<file path="src/rtl/fetch_pkg.sv">
// Shared types for the instruction fetch unit: FSM states, queued entry layout, default NOP.
package fetch_pkg;

    typedef enum logic [1:0] {
        ST_IDLE  = 2'd0,
        ST_REQ   = 2'd1,
        ST_DRAIN = 2'd2
    } fetch_state_t;

    typedef struct packed {
        logic [31:0] pc;
        logic [31:0] insn;
        logic        err;
    } fetch_entry_t;

    localparam logic [31:0] FETCH_NOP = 32'h0000_0013;

endpackage

</file>
<file path="src/rtl/fetch_fifo.sv">
// Synchronous FIFO with registered storage; clear drops contents and wins over push/pop.
module fetch_fifo #(
    parameter int DEPTH_LOG2 = 1,
    parameter int W          = 65
) (
    input  logic                  clk_i,
    input  logic                  rst_i,
    input  logic                  clr_i,
    input  logic                  push_i,
    input  logic [W-1:0]          push_dat_i,
    input  logic                  pop_i,
    output logic [W-1:0]          head_o,
    output logic                  full_o,
    output logic                  empty_o,
    output logic [DEPTH_LOG2:0]   count_o
);

    localparam int                  DEPTH     = 1 << DEPTH_LOG2;
    localparam logic [DEPTH_LOG2:0] DEPTH_CNT = (DEPTH_LOG2 + 1)'(DEPTH);

    logic [W-1:0]          r_mem [DEPTH];
    logic [DEPTH_LOG2-1:0] r_wr_ptr;
    logic [DEPTH_LOG2-1:0] r_rd_ptr;
    logic [DEPTH_LOG2:0]   r_count;
    logic                  w_push;
    logic                  w_pop;

    assign full_o  = (r_count == DEPTH_CNT);
    assign empty_o = (r_count == '0);
    assign count_o = r_count;
    assign head_o  = r_mem[r_rd_ptr];

    // A pop frees a slot in the same cycle, so push at full is fine when paired with a pop.
    assign w_pop  = pop_i & ~empty_o;
    assign w_push = push_i & (~full_o | w_pop);

    always_ff @(posedge clk_i) begin
        if (rst_i) begin
            r_wr_ptr <= '0;
            r_rd_ptr <= '0;
            r_count  <= '0;
            for (int i = 0; i < DEPTH; i++) begin
                r_mem[i] <= '0;
            end
        end else if (clr_i) begin
            r_wr_ptr <= '0;
            r_rd_ptr <= '0;
            r_count  <= '0;
        end else begin
            if (w_push) begin
                r_mem[r_wr_ptr] <= push_dat_i;
                r_wr_ptr        <= r_wr_ptr + 1'b1;
            end
            if (w_pop) begin
                r_rd_ptr <= r_rd_ptr + 1'b1;
            end
            if (w_push & ~w_pop) begin
                r_count <= r_count + 1'b1;
            end else if (w_pop & ~w_push) begin
                r_count <= r_count - 1'b1;
            end
        end
    end

endmodule

</file>
<file path="src/rtl/instr_fetch_unit.sv">
// Takes one PC at a time, fetches its word over req/ack and queues {pc, insn, err} for decode.
// Misaligned PCs bypass memory and queue a NOP flagged as an error; flush drops queue and response.
module instr_fetch_unit
    import fetch_pkg::*;
#(
    parameter int          DEPTH_LOG2 = 1,
    parameter logic [31:0] NOP_INSN   = FETCH_NOP
) (
    input  logic        clk_i,
    input  logic        rst_i,
    input  logic [31:0] pc_i,
    input  logic        pc_valid_i,
    output logic        pc_ready_o,
    output logic        imem_req_o,
    output logic [31:0] imem_addr_o,
    input  logic        imem_ack_i,
    input  logic [31:0] imem_data_i,
    input  logic        flush_i,
    output logic        inst_valid_o,
    input  logic        inst_ready_i,
    output logic [31:0] inst_o,
    output logic [31:0] inst_pc_o,
    output logic        inst_err_o
);

    localparam logic [DEPTH_LOG2:0] DEPTH_CNT = (DEPTH_LOG2 + 1)'(1 << DEPTH_LOG2);

    fetch_state_t        r_state;
    logic [31:0]         r_addr;
    logic [31:0]         r_pc;

    logic                w_xfer;
    logic                w_aligned;
    logic                w_push;
    fetch_entry_t        w_push_ent;
    fetch_entry_t        w_head;
    logic                w_full;
    logic                w_empty;
    logic [DEPTH_LOG2:0] w_count;

    assign w_aligned    = (pc_i[1:0] == 2'b00);
    assign pc_ready_o   = (r_state == ST_IDLE) & (w_count < DEPTH_CNT) & ~flush_i;
    assign w_xfer       = pc_valid_i & pc_ready_o;
    assign imem_req_o   = (r_state != ST_IDLE);
    assign imem_addr_o  = r_addr;
    assign inst_valid_o = ~w_empty;
    assign inst_o       = w_head.insn;
    assign inst_pc_o    = w_head.pc;
    assign inst_err_o   = w_head.err;

    always_comb begin
        w_push     = 1'b0;
        w_push_ent = '0;
        if (r_state == ST_IDLE && w_xfer && !w_aligned) begin
            w_push     = 1'b1;
            w_push_ent = '{pc: pc_i, insn: NOP_INSN, err: 1'b1};
        end else if (r_state == ST_REQ && imem_ack_i && !flush_i) begin
            w_push     = 1'b1;
            w_push_ent = '{pc: r_pc, insn: imem_data_i, err: 1'b0};
        end
    end

    // A flushed request must still see its ack before a new one may issue (DRAIN).
    always_ff @(posedge clk_i) begin
        if (rst_i) begin
            r_state <= ST_IDLE;
            r_addr  <= '0;
            r_pc    <= '0;
        end else begin
            case (r_state)
                ST_IDLE: begin
                    if (w_xfer && w_aligned) begin
                        r_addr  <= pc_i;
                        r_pc    <= pc_i;
                        r_state <= ST_REQ;
                    end
                end
                ST_REQ: begin
                    if (imem_ack_i) begin
                        r_state <= ST_IDLE;
                    end else if (flush_i) begin
                        r_state <= ST_DRAIN;
                    end
                end
                ST_DRAIN: begin
                    if (imem_ack_i) begin
                        r_state <= ST_IDLE;
                    end
                end
                default: r_state <= ST_IDLE;
            endcase
        end
    end

    fetch_fifo #(
        .DEPTH_LOG2 (DEPTH_LOG2),
        .W          ($bits(fetch_entry_t))
    ) u_fifo (
        .clk_i      (clk_i),
        .rst_i      (rst_i),
        .clr_i      (flush_i),
        .push_i     (w_push),
        .push_dat_i (w_push_ent),
        .pop_i      (inst_valid_o & inst_ready_i),
        .head_o     (w_head),
        .full_o     (w_full),
        .empty_o    (w_empty),
        .count_o    (w_count)
    );

    no_push_when_full: assert property (@(posedge clk_i) disable iff (rst_i)
        !(w_push && w_full && !(inst_valid_o && inst_ready_i) && !flush_i));

endmodule
</file>
<file path="config.mk">
export PLATFORM = sky130hd
export DESIGN_NAME = instr_fetch_unit
export DESIGN_NICKNAME = d
export VERILOG_FILES = /design/src/rtl/fetch_pkg.sv /design/src/rtl/fetch_fifo.sv /design/src/rtl/instr_fetch_unit.sv
export SDC_FILE = /design/constraint.sdc
export NUM_CORES = 1
export LEC_CHECK = 0
export ABC_CLOCK_PERIOD_IN_PS = 3900
export CORE_MARGIN = 2
export CORE_UTILIZATION = 33
export CTS_CLUSTER_DIAMETER = 100
export DETAILED_ROUTE_END_ITERATION = 6
export PLACE_DENSITY = 0.6
export SETUP_SLACK_MARGIN = 0.5
export SLEW_MARGIN = 40
export SYNTH_ARGS = -nofsm -noshare
export SYNTH_HDL_FRONTEND = slang
export SYNTH_SLANG_ARGS = --single-unit
export TNS_END_PERCENT = 10
</file>
<file path="constraint.sdc">
create_clock -name clk_i -period 3.9 [get_ports clk_i]
set_input_delay 0.78 -clock clk_i [delete_from_list [all_inputs] [get_ports clk_i]]
set_output_delay 0.78 -clock clk_i [all_outputs]
set_load 0.02 [all_outputs]
</file>
==> metrics.cfg <==
[worst_setup_path]
path_cells=clkdlybuf4s50_1, nor4_4, clkdlybuf4s50_1
timing.rr.start=u_fifo.count_o[1]
crit_type=input port to primary output
cp_slowest_cell=clkdlybuf4s50_1
startpoint_type=input port
crit_path_max_incr_delay_ps=700
cp_data_required_time_ps=3120
end_kind=primary output
cp_max_fo=10
ff2ff_setup_slack_ps=1580
cp_top_family=buffers and inverters
cpMostUsedCell=clkdlybuf4s50_1
reg2reg_depth=5
arrival_ps=2480
path_buf_inv=2
reg2reg_to=u_fifo.r_mem[1][13]
crit_end=pc_ready_o
cp.depth=3
cp-startpoint=flush_i

[synth]
synth_seq_cells=169
synthArstFlopShare_pct=0
synth_top_area_share_pct=54.5
syn_avg_cell_area_um2=11.9
ys_seq_area_share_pct=65.4
synthTopCellsByCount=nor2_1 (135), edfxtp_1 (130), nand2_1 (92)
syn-num-nets=672
synth_flop_cell=edfxtp_1
yosys.area.top_type=edfxtp_1
syn_area_um2=7160
synth-edff-count=130
synth_cells=601
synth_cell_types=31
ys_warn_count=0
synth.area.top_cells=edfxtp_1 (55%), dfxtp_1 (11%), mux2_2 (10%), nor2_1 (7.1%), nand2_1 (4.8%)
synth.most_common_cell=nor2_1

[global_routing]
overflow=0
grt_pass1_vias=5214
grt_pass1_wl_mm=27.1
antenna_found_initial=0
grt_max_degree=67
track_usage_pct=15.7

[detailed_routing]
drtAntennaViolNets=0
via_count=5060
drt-pass1-iter-count=5
drcViolationCount=0
first_iter_violations=354
wl_mm=17.4
avgViaCountPerCell=4.85
routedWlPerCell_um=16.7

[sta]
worst_pin_slew_ps=765
min_period_ps=3260
setup_tns_ps=0
slew_viol_final=0
rsz0062_at_grt=false
relSlewSlack_pct=49.0
setup_violations=0
finalClockSkew_ps=10.5
max_freq_mhz=307
finalHoldViolCount=0
fin_crit_sh_pct=83.5

[job]
cap_violations=0

[floorplan]
die_w_um=151
die-area_um2=22900
die_h_um=151
row_count=53
num_io_pins=170
core_um2=21200
initial_utilization_pct=33.8

[placement]
place_area_um2=9100
port_buffers=169
place_congestion=0.778
hpwl_mm=11.3

[clock_tree]
cts_tree=yes
cts_num_sinks=169
root_buffer=clkbuf_16
cts_setup_buffers=0
cts_resized=0
numCtsBuffers=17
clk_latency_ps=420
clk_pin_slew_ps=70
cts-hold-fix-buffers=0
htreeDepth=4
clock_path_buffers=2

[cells_and_area]
num-nets-final=827
regArea_um2=4690
area_delta_synth_final_pct=35.1
fin_area_um2=9670
nFillCells=1922
diodes=0
drive_above_1_share_pct=15.9
multi_input_area_um2=2270
final_core_util_pct=45.7

[power]
p_leak_nw=3.19
cellPowerDensity_nw_per_um2=417
ir_drop_mv=0.276

[hold_path]
min_path_type=register to register
min_from=r_pc[9]

[run_status]
status=completed

## worst min-delay path by stage
stage               cells past startpoint  endpoint  slack (ps)
finish                                  2   r_pc[9]         480
global route                            2   r_pc[9]         490
CTS                                     2  r_pc[15]         480
detailed placement                      2   r_pc[9]         470
global placement                        2   r_pc[8]         460
floorplan                               2  register         520
## worst reg2reg max path, stage by stage (launching register included)
cell and delay, ps:
dfxtp_1 370, nor4_4 460, and3b_2 490, o21ai_4 100
nand2b_4 90, buf_4 430
## layout make-up
class                           instances  share of cell area [%]
Clock buffer                           19                    4.80
Clock inverter                         13                    1.07
Multi-Input combinational cell        387                    23.4
Sequential cell                       169                    48.5
Tap cell                              275                    3.56
Timing Repair Buffer                  181                    18.7
## placed cells by master, fill, tap and decap left out, types with 2 or more instances in the layout
cell	instances
clkbuf_16	18
nand2b_4	2
o21ai_4	2
mux2_2	66
nor3b_1	3
buf_4	10
nand2_1	92
edfxtp_1	130
a21oi_1	32
a22oi_1	30
buf_12	2
dfxtp_1	38
or2_2	2
nor2_1	135
a32oi_1	2
xor2_1	3
inv_6	5
clkdlybuf4s50_1	169
nor3_1	5
clkinv_4	3
## routing by layer
layer / up-vias / GRT usage (%) / part of all wire, %
li1: 2419 / - / -
met1: 2466 / 20.5 / 44
met2: 165 / 25.5 / 49
met3: 10 / 3.77 / 6.9
met4: 0 / 5.33 / 0.89
met5: - / 0 / 0
## registers in the layout, indices dropped and copies added, names as in the netlist, named ones only
register / count
r_pc: 32
r_state: 2
u_fifo.count_o: 2
u_fifo.r_mem: 130
u_fifo.r_rd_ptr: 1
u_fifo.r_wr_ptr: 1
## logic make-up (layout without fill, tap and decap cells)
group	count (synthesis)	in the layout	synth area share [%]
compound gates	68	68	6.08
xor+xnor	4	4	0.489
fa+ha+maj	1	1	0.175
buf+inv	45	213	3.44
flops	169	169	65.4
mux	66	66	10.4
simple gates	248	248	14.0
## per-stage QoR
step	power, mW	worst slack [ps]	hold slack (ps)	instances
finish	4.03	642	479	1044
global route	4.17	525	492	1044
CTS	4.08	639	479	1044
detailed placement	2.47	600	467	1012
global placement	2.46	688	461	1011
floorplan	2.25	30.3	520	601
## where the power goes
part | switching [mW] | internal, mW
Combinational | 0.205 | 0.199
Sequential | 0.0234 | 1.99
Clock | 0.723 | 0.885
Total | 0.951 | 3.08
(Power assumes the default switching activity.)
